--- src/rtl/uart_pkg.sv ---
// Shared types and helpers for the UART receive path.
package uart_pkg;

  localparam int DATA_BITS = 8;

  typedef enum logic [2:0] {
    IDLE,
    START,
    DATA,
    STOP,
    BREAK
  } rx_state_t;

  // Clock cycles per bit, truncated.
  function automatic int calc_div(input int clk_freq, input int baud);
    return clk_freq / baud;
  endfunction

  // Cycles from start-bit edge to start-bit centre.
  function automatic int calc_half(input int clk_freq, input int baud);
    return calc_div(clk_freq, baud) / 2;
  endfunction

endpackage

--- src/rtl/sync_2ff.sv ---
// Two-flop synchroniser for a single asynchronous input.
module sync_2ff #(
  parameter logic RST_VAL = 1'b0
) (
  input  logic clk,
  input  logic rst,
  input  logic d,
  output logic q
);

  logic meta;

  // Two back-to-back flops give metastability settling time.
  always_ff @(posedge clk or posedge rst) begin
    if (rst) begin
      meta <= RST_VAL;
      q    <= RST_VAL;
    end else begin
      meta <= d;
      q    <= meta;
    end
  end

endmodule

--- src/rtl/uart_rx_frontend.sv ---
// UART 8N1 receiver: start-bit qualification, mid-bit sampling,
// one-entry output buffer with framing-error and overrun pulses.
//
// state | meaning
// IDLE  | line high, waiting for a falling edge
// START | counting to the centre of the start bit
// DATA  | sampling the eight data bits at bit centres
// STOP  | counting to the centre of the stop bit
// BREAK | stop bit was low; waiting for the line to return high
module uart_rx_frontend
  import uart_pkg::*;
#(
  parameter int CLOCK_FREQUENCY = 100_000_000,
  parameter int BAUD_RATE       = 115200
) (
  input  logic       clk,
  input  logic       rst,
  input  logic       rxd,
  output logic [7:0] data,
  output logic       valid,
  input  logic       ready,
  output logic       frame_err,
  output logic       overrun
);

  localparam int DIV   = calc_div(CLOCK_FREQUENCY, BAUD_RATE);
  localparam int HALF  = calc_half(CLOCK_FREQUENCY, BAUD_RATE);
  localparam int CNT_W = $clog2(DIV);
  localparam int IDX_W = $clog2(DATA_BITS);

  localparam logic [CNT_W-1:0] HALF_LOAD = CNT_W'(HALF - 1);
  localparam logic [CNT_W-1:0] DIV_LOAD  = CNT_W'(DIV - 1);
  localparam logic [IDX_W-1:0] LAST_IDX  = IDX_W'(DATA_BITS - 1);

  rx_state_t      state;
  rx_state_t      state_next;
  logic           rxs;
  logic [CNT_W-1:0] cnt;
  logic [IDX_W-1:0] bit_idx;
  logic [7:0]     shift_reg;
  logic           cnt_zero;
  logic           load_half;
  logic           load_div;
  logic           shift_en;
  logic           idx_clear;
  logic           deliver;
  logic           ferr_set;

  sync_2ff #(.RST_VAL(1'b1)) u_rxd_sync (
    .clk (clk),
    .rst (rst),
    .d   (rxd),
    .q   (rxs)
  );

  assign cnt_zero = (cnt == '0);

  // State register.
  always_ff @(posedge clk or posedge rst) begin
    if (rst) state <= IDLE;
    else     state <= state_next;
  end

  // Next-state logic.
  always_comb begin
    state_next = state;
    case (state)
      IDLE:  if (!rxs) state_next = START;
      START: if (cnt_zero) state_next = rxs ? IDLE : DATA;
      DATA:  if (cnt_zero && bit_idx == LAST_IDX) state_next = STOP;
      STOP:  if (cnt_zero) state_next = rxs ? IDLE : BREAK;
      BREAK: if (rxs) state_next = IDLE;
      default: state_next = IDLE;
    endcase
  end

  // Per-state control strobes for the counters and output buffer.
  always_comb begin
    load_half = 1'b0;
    load_div  = 1'b0;
    shift_en  = 1'b0;
    idx_clear = 1'b0;
    deliver   = 1'b0;
    ferr_set  = 1'b0;
    case (state)
      IDLE:  load_half = !rxs;
      START: begin
        load_div  = cnt_zero && !rxs;
        idx_clear = cnt_zero && !rxs;
      end
      DATA: begin
        load_div = cnt_zero;
        shift_en = cnt_zero;
      end
      STOP: begin
        deliver  = cnt_zero && rxs;
        ferr_set = cnt_zero && !rxs;
      end
      default: ;
    endcase
  end

  // Bit-period down-counter, bit index and shift register.
  always_ff @(posedge clk or posedge rst) begin
    if (rst) begin
      cnt       <= '0;
      bit_idx   <= '0;
      shift_reg <= '0;
    end else begin
      if (load_half)     cnt <= HALF_LOAD;
      else if (load_div) cnt <= DIV_LOAD;
      else if (!cnt_zero) cnt <= cnt - 1'b1;

      if (idx_clear)     bit_idx <= '0;
      else if (shift_en) bit_idx <= bit_idx + 1'b1;

      if (shift_en) shift_reg[bit_idx] <= rxs;
    end
  end

  // One-entry output buffer; an unconsumed byte is never overwritten.
  always_ff @(posedge clk or posedge rst) begin
    if (rst) begin
      data      <= '0;
      valid     <= 1'b0;
      frame_err <= 1'b0;
      overrun   <= 1'b0;
    end else begin
      frame_err <= ferr_set;
      overrun   <= deliver && valid && !ready;
      if (deliver) begin
        if (!valid || ready) begin
          data  <= shift_reg;
          valid <= 1'b1;
        end
      end else if (valid && ready) begin
        valid <= 1'b0;
      end
    end
  end

endmodule

--- config.mk ---
export PLATFORM = sky130hd
export DESIGN_NAME = uart_rx_frontend
export DESIGN_NICKNAME = d
export VERILOG_FILES = /design/src/rtl/uart_pkg.sv /design/src/rtl/sync_2ff.sv /design/src/rtl/uart_rx_frontend.sv
export SDC_FILE = /design/constraint.sdc
export NUM_CORES = 1
export LEC_CHECK = 0
export BUFFER_PORTS_ARGS = -buffer_cell sky130_fd_sc_hd__buf_2
export CAP_MARGIN = 20
export CORE_ASPECT_RATIO = 0.9
export CORE_MARGIN = 2
export CORE_UTILIZATION = 45
export CTS_CLUSTER_SIZE = 30
export DETAILED_ROUTE_END_ITERATION = 12
export SLEW_MARGIN = 20
export SYNTH_ARGS = -nofsm -noshare
export SYNTH_HDL_FRONTEND = slang
export SYNTH_SLANG_ARGS = --single-unit
--- constraint.sdc ---
create_clock -name clk -period 2.3 [get_ports clk]
set_input_delay 0.115 -clock clk [delete_from_list [all_inputs] [get_ports clk]]
set_output_delay 0.115 -clock clk [all_outputs]
set_load 0.005 [all_outputs]
==> results.toml <==
[cells_and_area]
drive_gt1_share_pct = 31.8
syn2layout_area_growth_pct = 16.2
postLayoutCellArea_um2 = 2000
fillers = 328
nNetsFinal = 180
diodes = 0
largest_reg_flops = 10

[synth]
netlist.area_leader.share_pct = 50.8
yosys_most_used_dff = "dfrtp_1"
ys.warnings.count = 0
synth_nets = 156
yosys-top-cells-count = "35 x dfrtp_1, 16 x mux2_2, 12 x nand2_1"
ys_seq_elements = 37
synth_cell_types = 35
syn-cell-area_um2 = 1720
synth_area_leaders = "dfrtp_1 51%, mux2_2 10%, dfstp_2 3.0%"
yosysMostFrequentCell = "dfrtp_1"
async_reset_ff_share_pct = 100
syn_inst = 148
synth_edf_count = 0
syn_avg_cell_area_um2 = 11.6
yosys.area.top_type = "dfrtp_1"
ys_seq_area_share_pct = 53.8

[pwr]
power.density_nw_per_um2 = 583
p_leak_nw = 0.917
peakVddDrop_mv = 0.422
report.power.total_mw = 1.17

[setup_path]
crit_path_start_kind = "flop"
reg2reg_to = "data[7]$_DFFE_PP0P_"
rrSetupSlack_ps = 150
path_class = "flop to flop"
crit_required_ps = 2470
critPathMaxFanout = 8
critPathArrivalTime_ps = 2320
r2r_start = "cnt[0]$_DFFE_PP0P_"
worstRegToRegCells = 7
end_kind = "flop"

[worst_hold_path]
hp-class = "input pin to flop"
hp-start = "ready"
worstHoldEndpoint = "valid$_DFFE_PP0P_"
hold_path_depth = 3

[cts]
cts-root-buf = "clkbuf_8"
postCtsSetupBuffers = 0
htreeDepth = 2
cts-buffers-inserted = 5
clock_path_buffers = 2
tritoncts = "done"
insertion_delay_ps = 280
clk_pin_slew_ps = 70
cts_sinks = 37

[timing]
timing.fmax_mhz = 465
period_minus_slack_ps = 2150
hold_viol = 0
fin_skew_ps = 8.16
slew_headroom_pct = 58.2
fin_ws_ps = 151
setup-violations-final = 0
post-route-period-util_pct = 93.5
finalMaxSlewViolations = 0
whs_ps = 290
worstMarginPinSlew_ps = 611
tns_ps = 0
rsz0062_at_grt = "no"

[placement]
portBuffers = 14
dp_hpwl_um = 2360
gp_congestion = 0.900
place_area_um2 = 1870
pre_cts_ws_ps = 73.1

[die]
die_y_um = 62.7
die_w_um = 69.2
core_area_um2 = 3700
row_count = 21
initial_core_util_pct = 46.5
fp.dieArea_um2 = 4340
io_pins = 15

[grt]
grt_overflow = 0
track_usage_pct = 17.1
grt_pass1_wl_um = 5890
first_global_vias = 1249
antenna_found_initial = 0
grt_max_degree = 38

[detailed_routing]
drc_errors = 0
drtPass1Iterations = 4
wl_um = 3350
vias_per_cell = 5.66
vias = 1239
postRouteAntennaNets = 0
wl_per_cell_um = 15.3
first_iter_violations = 59

[status]
status = "finished, final reports clean"

[job]
maxCapViolations = 0
==> logic make-up after synthesis <==
logic type	Yosys count	synth area share, %
AO/OA/AOI/OAI	22	9.00
XOR/XNOR	5	2.54
adder cells (fa/ha/maj)	4	2.90
buffers and inverters	11	2.61
flip-flops	37	53.8
multiplexers	16	10.4
AND/OR/NAND/NOR	53	18.6
==> worst max path at each step <==
stage,cells past startpoint,end,start
2_1_floorplan,6,data[0]$_DFFE_PP0P_,cnt[0]$_DFFE_PP0P_
6_report,7,data[7]$_DFFE_PP0P_,cnt[0]$_DFFE_PP0P_
3_5_place_dp,6,shift_reg[1]$_DFFE_PP0P_,cnt[0]$_DFFE_PP0P_
3_3_place_gp,6,shift_reg[1]$_DFFE_PP0P_,cnt[0]$_DFFE_PP0P_
5_1_grt,7,data[1]$_DFFE_PP0P_,cnt[0]$_DFFE_PP0P_
4_1_cts,6,shift_reg[1]$_DFFE_PP0P_,cnt[0]$_DFFE_PP0P_
==> report_power, final <==
group	internal (mW)	total, mW	switching [mW]
Clock	0.271	0.488	0.217
Sequential	0.654	0.658	0.00401
Combinational	0.00731	0.0226	0.0153
==> stage by stage <==
stage | util, % | std cells
2_1_floorplan | - | 148
4_1_cts | 53.8 | 219
3_5_place_dp | 50.5 | 209
5_1_grt | 54.1 | 219
3_3_place_gp | 50.5 | 209
6_report | 54.1 | 219
==> routing by layer <==
layer / up-vias / GRT usage [%] / wire length [µm]
li1: 591 / - / -
met1: 623 / 23.9 / 1660
met2: 21 / 25.7 / 1550
met3: 4 / 4.03 / 98
met4: 0 / 6.86 / 38
met5: - / 0 / 0
==> cell usage in the layout (no fill, tap or decap), types with 3 or more instances in the layout <==
| cell | synthesis | final |
|---|---|---|
| a211oi_1 | 4 | 4 |
| a21oi_1 | 5 | 5 |
| buf_2 | 0 | 14 |
| buf_4 | 1 | 5 |
| clkbuf_8 | 0 | 7 |
| dfrtp_1 | 35 | 35 |
| ha_1 | 4 | 4 |
| inv_1 | 7 | 7 |
| mux2_2 | 16 | 16 |
| nand2_1 | 12 | 12 |
| nand3_1 | 7 | 6 |
| nor2_1 | 8 | 8 |
| nor3_1 | 7 | 7 |
| nor4_1 | 5 | 5 |
| or3_1 | 3 | 3 |
| xor2_1 | 3 | 3 |
==> critical path, cell delays in order, from the launching register on <==
cell	delay, ps
dfrtp_1	400
inv_1	140
ha_1	170
nor3b_4	300
nand4_2	220
nor4b_4	260
buf_4	210
mux2_2	340
==> area by class of cell <==
| type | instances | area (µm²) | share of cell area, % |
|---|---|---|---|
| Clock buffer | 7 | 96.3 | 4.81 |
| Clock inverter | 1 | 5.00 | 0.250 |
| Inverter | 7 | 26.3 | 1.31 |
| Multi-Input combinational cell | 100 | 762 | 38.0 |
| Sequential cell | 37 | 928 | 46.3 |
| Tap cell | 46 | 57.6 | 2.87 |
| Timing Repair Buffer | 21 | 128 | 6.37 |
==> what timing repair did <==
action,4_1_cts,5_1_grt
resized for setup,0,2
hold buffers,2,0
endpoints found under the setup margin,0,8
hold endpoints to repair,36,0
Power figures use the tool's default switching activity.
